==> config.mk <==
export PLATFORM = sky130hd
export DESIGN_NAME = button_debounce_multi
export DESIGN_NICKNAME = d
export VERILOG_FILES = /design/src/rtl/button_debounce_multi.sv
export SDC_FILE = /design/constraint.sdc
export NUM_CORES = 1
export LEC_CHECK = 0
export ABC_AREA = 0
export CORE_UTILIZATION = 40
export DETAILED_ROUTE_END_ITERATION = 6
export MAX_ROUTING_LAYER = met4
export SLEW_MARGIN = 20
export SYNTH_ARGS = -nofsm -noshare
export SYNTH_HDL_FRONTEND = slang
export SYNTH_SLANG_ARGS = --single-unit
==> constraint.sdc <==
create_clock -name clk -period 3.36 [get_ports clk]
set_clock_uncertainty 0.2 [all_clocks]
set_input_delay 0.84 -clock clk [delete_from_list [all_inputs] [get_ports clk]]
set_output_delay 0.84 -clock clk [all_outputs]
set_load 0.01 [all_outputs]
==> src/rtl/button_debounce_multi.sv <==
`default_nettype none
// ============================================================================
//  Module      : button_debounce_multi
//  Description : N-channel push-button debouncer. Each channel has a 2-flop
//                synchroniser, a debounce counter and a hold timer, and
//                produces a stable level, press/release pulses and a
//                long-press pulse. An optional auto-repeat pulse train follows
//                the long-press pulse while the button stays held.
//  Optional    : define BUTTON_AUTOREPEAT_EN to build the auto-repeat logic;
//                otherwise btn_repeat is tied to 0.
//  Ports       : clk          system clock
//                rst          synchronous active-high reset
//                btn_raw      [N_CH] asynchronous raw inputs, 1 = pressed
//                btn_level    [N_CH] debounced stable level
//                btn_press    [N_CH] one-cycle pulse on accepted 0->1
//                btn_release  [N_CH] one-cycle pulse on accepted 1->0
//                btn_long     [N_CH] one-cycle pulse after HOLD_CYCLES held
//                btn_repeat   [N_CH] auto-repeat pulses (0 when not built)
//  Revision    : 1.0  initial release
// ============================================================================
module button_debounce_multi #(
  parameter int N_CH          = 4,
  parameter int DEB_CYCLES    = 100000,
  parameter int HOLD_CYCLES   = 10000000,
  parameter int REPEAT_CYCLES = 2000000,
  parameter int CNT_W         = 32
) (
  input  logic            clk,
  input  logic            rst,
  input  logic [N_CH-1:0] btn_raw,
  output logic [N_CH-1:0] btn_level,
  output logic [N_CH-1:0] btn_press,
  output logic [N_CH-1:0] btn_release,
  output logic [N_CH-1:0] btn_long,
  output logic [N_CH-1:0] btn_repeat
);

  // Hold-timing states
  localparam logic [1:0] ST_IDLE = 2'd0;
  localparam logic [1:0] ST_HOLD = 2'd1;
  localparam logic [1:0] ST_LONG = 2'd2;

  // Terminal counts: a counter reaching its LAST value completes on the next edge
  localparam logic [CNT_W-1:0] DEB_LAST  = CNT_W'(DEB_CYCLES - 1);
  localparam logic [CNT_W-1:0] HOLD_LAST = CNT_W'(HOLD_CYCLES - 1);
  localparam logic [CNT_W-1:0] CNT_ZERO  = '0;
  localparam logic [CNT_W-1:0] CNT_ONE   = {{(CNT_W-1){1'b0}}, 1'b1};

  // Reject configurations the counters cannot honour
  if (DEB_CYCLES < 2 || HOLD_CYCLES < 1 || REPEAT_CYCLES < 1) begin : g_param_err
    $error("button_debounce_multi: DEB_CYCLES>=2, HOLD_CYCLES>=1, REPEAT_CYCLES>=1 required");
  end

  // --------------------------------------------------------------------------
  // Two-flop synchroniser, all channels
  // --------------------------------------------------------------------------
  logic [N_CH-1:0] sync1_q, sync1_d;
  logic [N_CH-1:0] sync2_q, sync2_d;

  always_comb begin
    sync1_d = btn_raw;
    sync2_d = sync1_q;
  end

  always_ff @(posedge clk) begin
    if (rst) begin
      sync1_q <= '0;
      sync2_q <= '0;
    end else begin
      sync1_q <= sync1_d;
      sync2_q <= sync2_d;
    end
  end

`ifndef BUTTON_AUTOREPEAT_EN
  assign btn_repeat = '0;
`endif

  // --------------------------------------------------------------------------
  // Per-channel debounce and hold timing
  // --------------------------------------------------------------------------
  for (genvar i = 0; i < N_CH; i++) begin : g_ch
    logic             s2;
    logic [CNT_W-1:0] deb_cnt_q,  deb_cnt_d;
    logic [CNT_W-1:0] hold_cnt_q, hold_cnt_d;
    logic [1:0]       state_q,    state_d;
    logic             level_q,    level_d;
    logic             press_q,    press_d;
    logic             release_q,  release_d;
    logic             long_q,     long_d;
`ifdef BUTTON_AUTOREPEAT_EN
    localparam logic [CNT_W-1:0] REP_LAST = CNT_W'(REPEAT_CYCLES - 1);
    logic [CNT_W-1:0] rep_cnt_q,  rep_cnt_d;
    logic             repeat_q,   repeat_d;
`endif

    assign s2 = sync2_q[i];

    always_comb begin
      deb_cnt_d  = deb_cnt_q;
      hold_cnt_d = hold_cnt_q;
      state_d    = state_q;
      level_d    = level_q;
      press_d    = 1'b0;
      release_d  = 1'b0;
      long_d     = 1'b0;
`ifdef BUTTON_AUTOREPEAT_EN
      rep_cnt_d  = rep_cnt_q;
      repeat_d   = 1'b0;
`endif

      // Debounce: a differing s2 must persist DEB_CYCLES edges to be accepted;
      // any sample matching the current level restarts the count.
      if (s2 == level_q) begin
        deb_cnt_d = CNT_ZERO;
      end else if (deb_cnt_q == DEB_LAST) begin
        deb_cnt_d = CNT_ZERO;
        level_d   = s2;
        press_d   = s2;
        release_d = ~s2;
      end else begin
        deb_cnt_d = deb_cnt_q + CNT_ONE;
      end

      // Hold timing; an accepted release takes priority over every timer.
      case (state_q)
        ST_IDLE: begin
          if (press_d) begin
            state_d    = ST_HOLD;
            hold_cnt_d = CNT_ZERO;
          end
        end
        ST_HOLD: begin
          if (release_d) begin
            state_d    = ST_IDLE;
            hold_cnt_d = CNT_ZERO;
          end else if (hold_cnt_q == HOLD_LAST) begin
            state_d    = ST_LONG;
            hold_cnt_d = CNT_ZERO;
            long_d     = 1'b1;
          end else begin
            hold_cnt_d = hold_cnt_q + CNT_ONE;
          end
        end
        ST_LONG: begin
          if (release_d) begin
            state_d    = ST_IDLE;
            hold_cnt_d = CNT_ZERO;
`ifdef BUTTON_AUTOREPEAT_EN
            rep_cnt_d  = CNT_ZERO;
`endif
          end
`ifdef BUTTON_AUTOREPEAT_EN
          else if (rep_cnt_q == REP_LAST) begin
            rep_cnt_d = CNT_ZERO;
            repeat_d  = 1'b1;
          end else begin
            rep_cnt_d = rep_cnt_q + CNT_ONE;
          end
`endif
        end
        default: begin
          state_d    = ST_IDLE;
          hold_cnt_d = CNT_ZERO;
        end
      endcase
    end

    always_ff @(posedge clk) begin
      if (rst) begin
        deb_cnt_q  <= CNT_ZERO;
        hold_cnt_q <= CNT_ZERO;
        state_q    <= ST_IDLE;
        level_q    <= 1'b0;
        press_q    <= 1'b0;
        release_q  <= 1'b0;
        long_q     <= 1'b0;
`ifdef BUTTON_AUTOREPEAT_EN
        rep_cnt_q  <= CNT_ZERO;
        repeat_q   <= 1'b0;
`endif
      end else begin
        deb_cnt_q  <= deb_cnt_d;
        hold_cnt_q <= hold_cnt_d;
        state_q    <= state_d;
        level_q    <= level_d;
        press_q    <= press_d;
        release_q  <= release_d;
        long_q     <= long_d;
`ifdef BUTTON_AUTOREPEAT_EN
        rep_cnt_q  <= rep_cnt_d;
        repeat_q   <= repeat_d;
`endif
      end
    end

    assign btn_level[i]   = level_q;
    assign btn_press[i]   = press_q;
    assign btn_release[i] = release_q;
    assign btn_long[i]    = long_q;
`ifdef BUTTON_AUTOREPEAT_EN
    assign btn_repeat[i]  = repeat_q;
`endif
  end

endmodule
`default_nettype wire

==> summary.txt <==
status: completed
post-synthesis xor/xnor area fraction: 13.08%
post-synth top area cell: dfxtp_1
final std cells w/o fill: 2086
Final Critical Period: 3.046 ns
max_cap viols: 0
most frequent cells in the layout: 288 x dfxtp_1, 263 x nor2_1, 117 x xnor2_1
DP Wirelength: 18.60 mm
vias in the first global route: 9986
synth warn: 0
Longest Clk Path Bufs: 3
WL per Instance: 13.33 um
Internal Power: 5883 uW
Routed WL: 27.81 mm
full die area: 0.03438 mm^2
mux share of post-synthesis cell area: 0.9204%
Die Wd: 185.4 um
Final Hold Viols: 0
Port Buffers: 21
compound-cell area share of the yosys netlist: 5.364%
CTS root buffer: clkbuf_16
met3 wire length: 925 um
WS Path Type: flip-flop to flip-flop
cell area power density: 483.8 mW/mm^2
Setup Fix Bufs, Post-CTS: 0
Post-CTS Hold Buffers: 0
asr flop ratio synth: 0%
I/O Pins: 26
Worst Tran Pin Value: 0.9325 ns
initial antenna violation count: 0
Seq cells post-synth: 288
Clk pwr share: 52.3%
Remaining Overflow, GRT: 0
Clk Latency, worst-skew pair: 0.51 ns
Pins Over Slew Limit: 0
headroom to the max-slew limit: 36.23%
delay-heaviest family, CP: simple AND/OR/NAND/NOR gates
Switch Pwr: 1522 uW
Vias/cell: 5.236
Worst Path Buf+Inv: 1
setup violators final: 0
Layout Area Growth over Synthesis: 13.73%
post-synth top area share: 42.84%
largest family of logic cells by synthesized area: simple AND/OR/NAND/NOR gates
share of cells above drive strength 1: 6.387%
maximum vdd ir drop: 264.0 uV
CTS tree: built
HP Class: flip-flop to flip-flop
row count: 66
total placed cells including tap cells: 2022
achievable frequency: 328.3 MHz
clk slew on worst S/H paths: 0.06 ns
starting density of the core: 41.05%
critical path's largest stage delay: 0.53 ns
Leak: 0.004883 uW
setup_tns: 0 ns
CP cell instances: or4_1 -> or4_4 -> o41ai_4 -> buf_4 -> nand4_2 -> or3_1 -> a21oi_1
cell count after synthesis: 1608
core area: 0.03278 mm^2
fin crit share: 90.66%
Netlist cell types: 64
Post-synth top flop: dfxtp_1
GR Util All Layers: 16.92%
Starting DRT DRC Count: 488
TritonCTS Buffers: 36
H-Tree Depth: 2
Initial DRT Pass Iterations: 4
met1 WL: 13.93 mm
Nets: 1632
number of synthesized flops with an enable pin: 0
most common cell after layout, fill and taps aside: dfxtp_1
# fillers: 3185
Seq/Total Area, Yosys: 42.84%
Startpoint Class: flip-flop
Comb power frac: 1.4%
peak fanout along the critical path: 21
Sw Ratio: 20.55%
Post-route DRC: 0
largest net degree at the start of global routing: 33
Min Hold Slack: 0.2366 ns
Finished Cell Area: 0.01531 mm^2
routability cong.: 0.8243
Inserted Diodes: 0
crit path DAT: 3.28 ns
Top Metal Used: met4
Netlist Area Pre-Place: 0.01346 mm^2
Post-CTS Resized: 0
CP Capture Type: flip-flop
Flop pwr share: 46.4%
RSZ-0062 raised after global routing: no
Synth Area in Adders: 0.7438%
DR WL met2: 12.54 mm
Avg Cell Area, Syn: 8.369 um^2
first-pass GRT wire length: 47.69 mm
Worst path slowest cell: or4_1
Die Y: 185.4 um
Placed Instance Area: 0.01409 mm^2
post-route ant nets: 0
simple-gate share of the synthesized area: 33.17%
detailed-route via count: 10920
top post-synthesis cells by area: dfxtp_1 43%, xnor2_1 7.6%, nor2_1 7.3%
CTS Sinks: 288
worst path required time: 3.59 ns
[synthesized netlist by cell type, drive strengths merged, types with 2 or more instances]
cell type  count
nor2b         16
or4b           3
nand4b         4
inv           38
or3           37
o21a           6
o21bai         2
mux2i          9
a211oi         3
dfxtp        288
nor2         263
clkbuf        48
nor3b          8
o41ai          2
and4          20
nor4b         23
a31oi          2
nand3b         3
o21ai         40
nand2        107
nand3        101
o31ai          2
nor4bb         2
nand4         62
buf           31
and2          17
mux2           3
or4           11
nor4          69
or2            4
nor3          56
a21oi         47
o21ba          3
or3b           2
and3          37
nand2b        12
ha             8
xor2          84
and4b          2
xnor2        117
o211a          2
[power groups by stage]
stage	registers, uW	logic, uW	clock network, uW
global placement	3510	102	0
finish	3430	102	3870
CTS	3430	104	3990
global route	3430	112	4130
floorplan	3500	70.4	0
detailed placement	3510	103	0
[registers in the layout (all words and copies together), names as in the netlist]
name / flops
g_ch.release_q: 4
g_ch.press_q: 4
g_ch.hold_cnt_q: 128
g_ch.state_q: 8
sync2_q: 4
sync1_q: 4
g_ch.long_q: 4
g_ch.level_q: 4
g_ch.deb_cnt_q: 128
[metal layers]
metal	track usage, %	vias to the layer above
li1	-	5619
met1	22.65	5128
met2	26.56	133
met3	2.536	42
met4	4.331	0
met5	-	-
[through the flow]
step	total power [uW]	worst slack [ns]	utilization (%)
2_1_floorplan	3574	0.4594	-
3_3_place_gp	3608	0.3699	42.97
3_5_place_dp	3610	0.3184	42.97
4_1_cts	7521	0.3015	46.69
5_1_grt	7676	0.1245	46.69
6_report	7405	0.3138	46.69
[cell type report]
cell class	count	area, um^2	share of cell area, %
Clock inverter	15	167.7	1.095
Inverter	38	142.6	0.9319
Sequential cell	288	5766	37.67
Clock buffer	49	1052	6.875
Tap cell	442	553.0	3.613
Timing Repair Buffer	48	420.4	2.747
Multi-Input combinational cell	1206	7204	47.07
[kinds of logic after synthesis]
kind of cell,Yosys count
flops,288
mux,12
buf+inv,117
compound gates,120
xor+xnor,201
simple gates,861
fa+ha+maj,8
other cells,1
[worst reg2reg max path, stage by stage, from the launching register on]
cell,delay [ns]
dfxtp_1,0.37
or4_1,0.53
or4_4,0.51
o41ai_4,0.33
buf_4,0.30
nand4_2,0.23
or3_1,0.36
a21oi_1,0.14
[worst paths after layout]
kind	startpoint	endpoint	slack, ns	cells past startpoint
worst min register to register	sync1_q[1]	sync2_q[1]	0.24	1
worst max-delay path	g_ch[0].deb_cnt_q[5]	g_ch[0].hold_cnt_q[29]	0.31	7
worst max register to register	g_ch[0].deb_cnt_q[5]	g_ch[0].hold_cnt_q[29]	0.31	7
worst min-delay path	sync1_q[1]	sync2_q[1]	0.24	1
No activity file was read; power rests on OpenSTA's default activity.
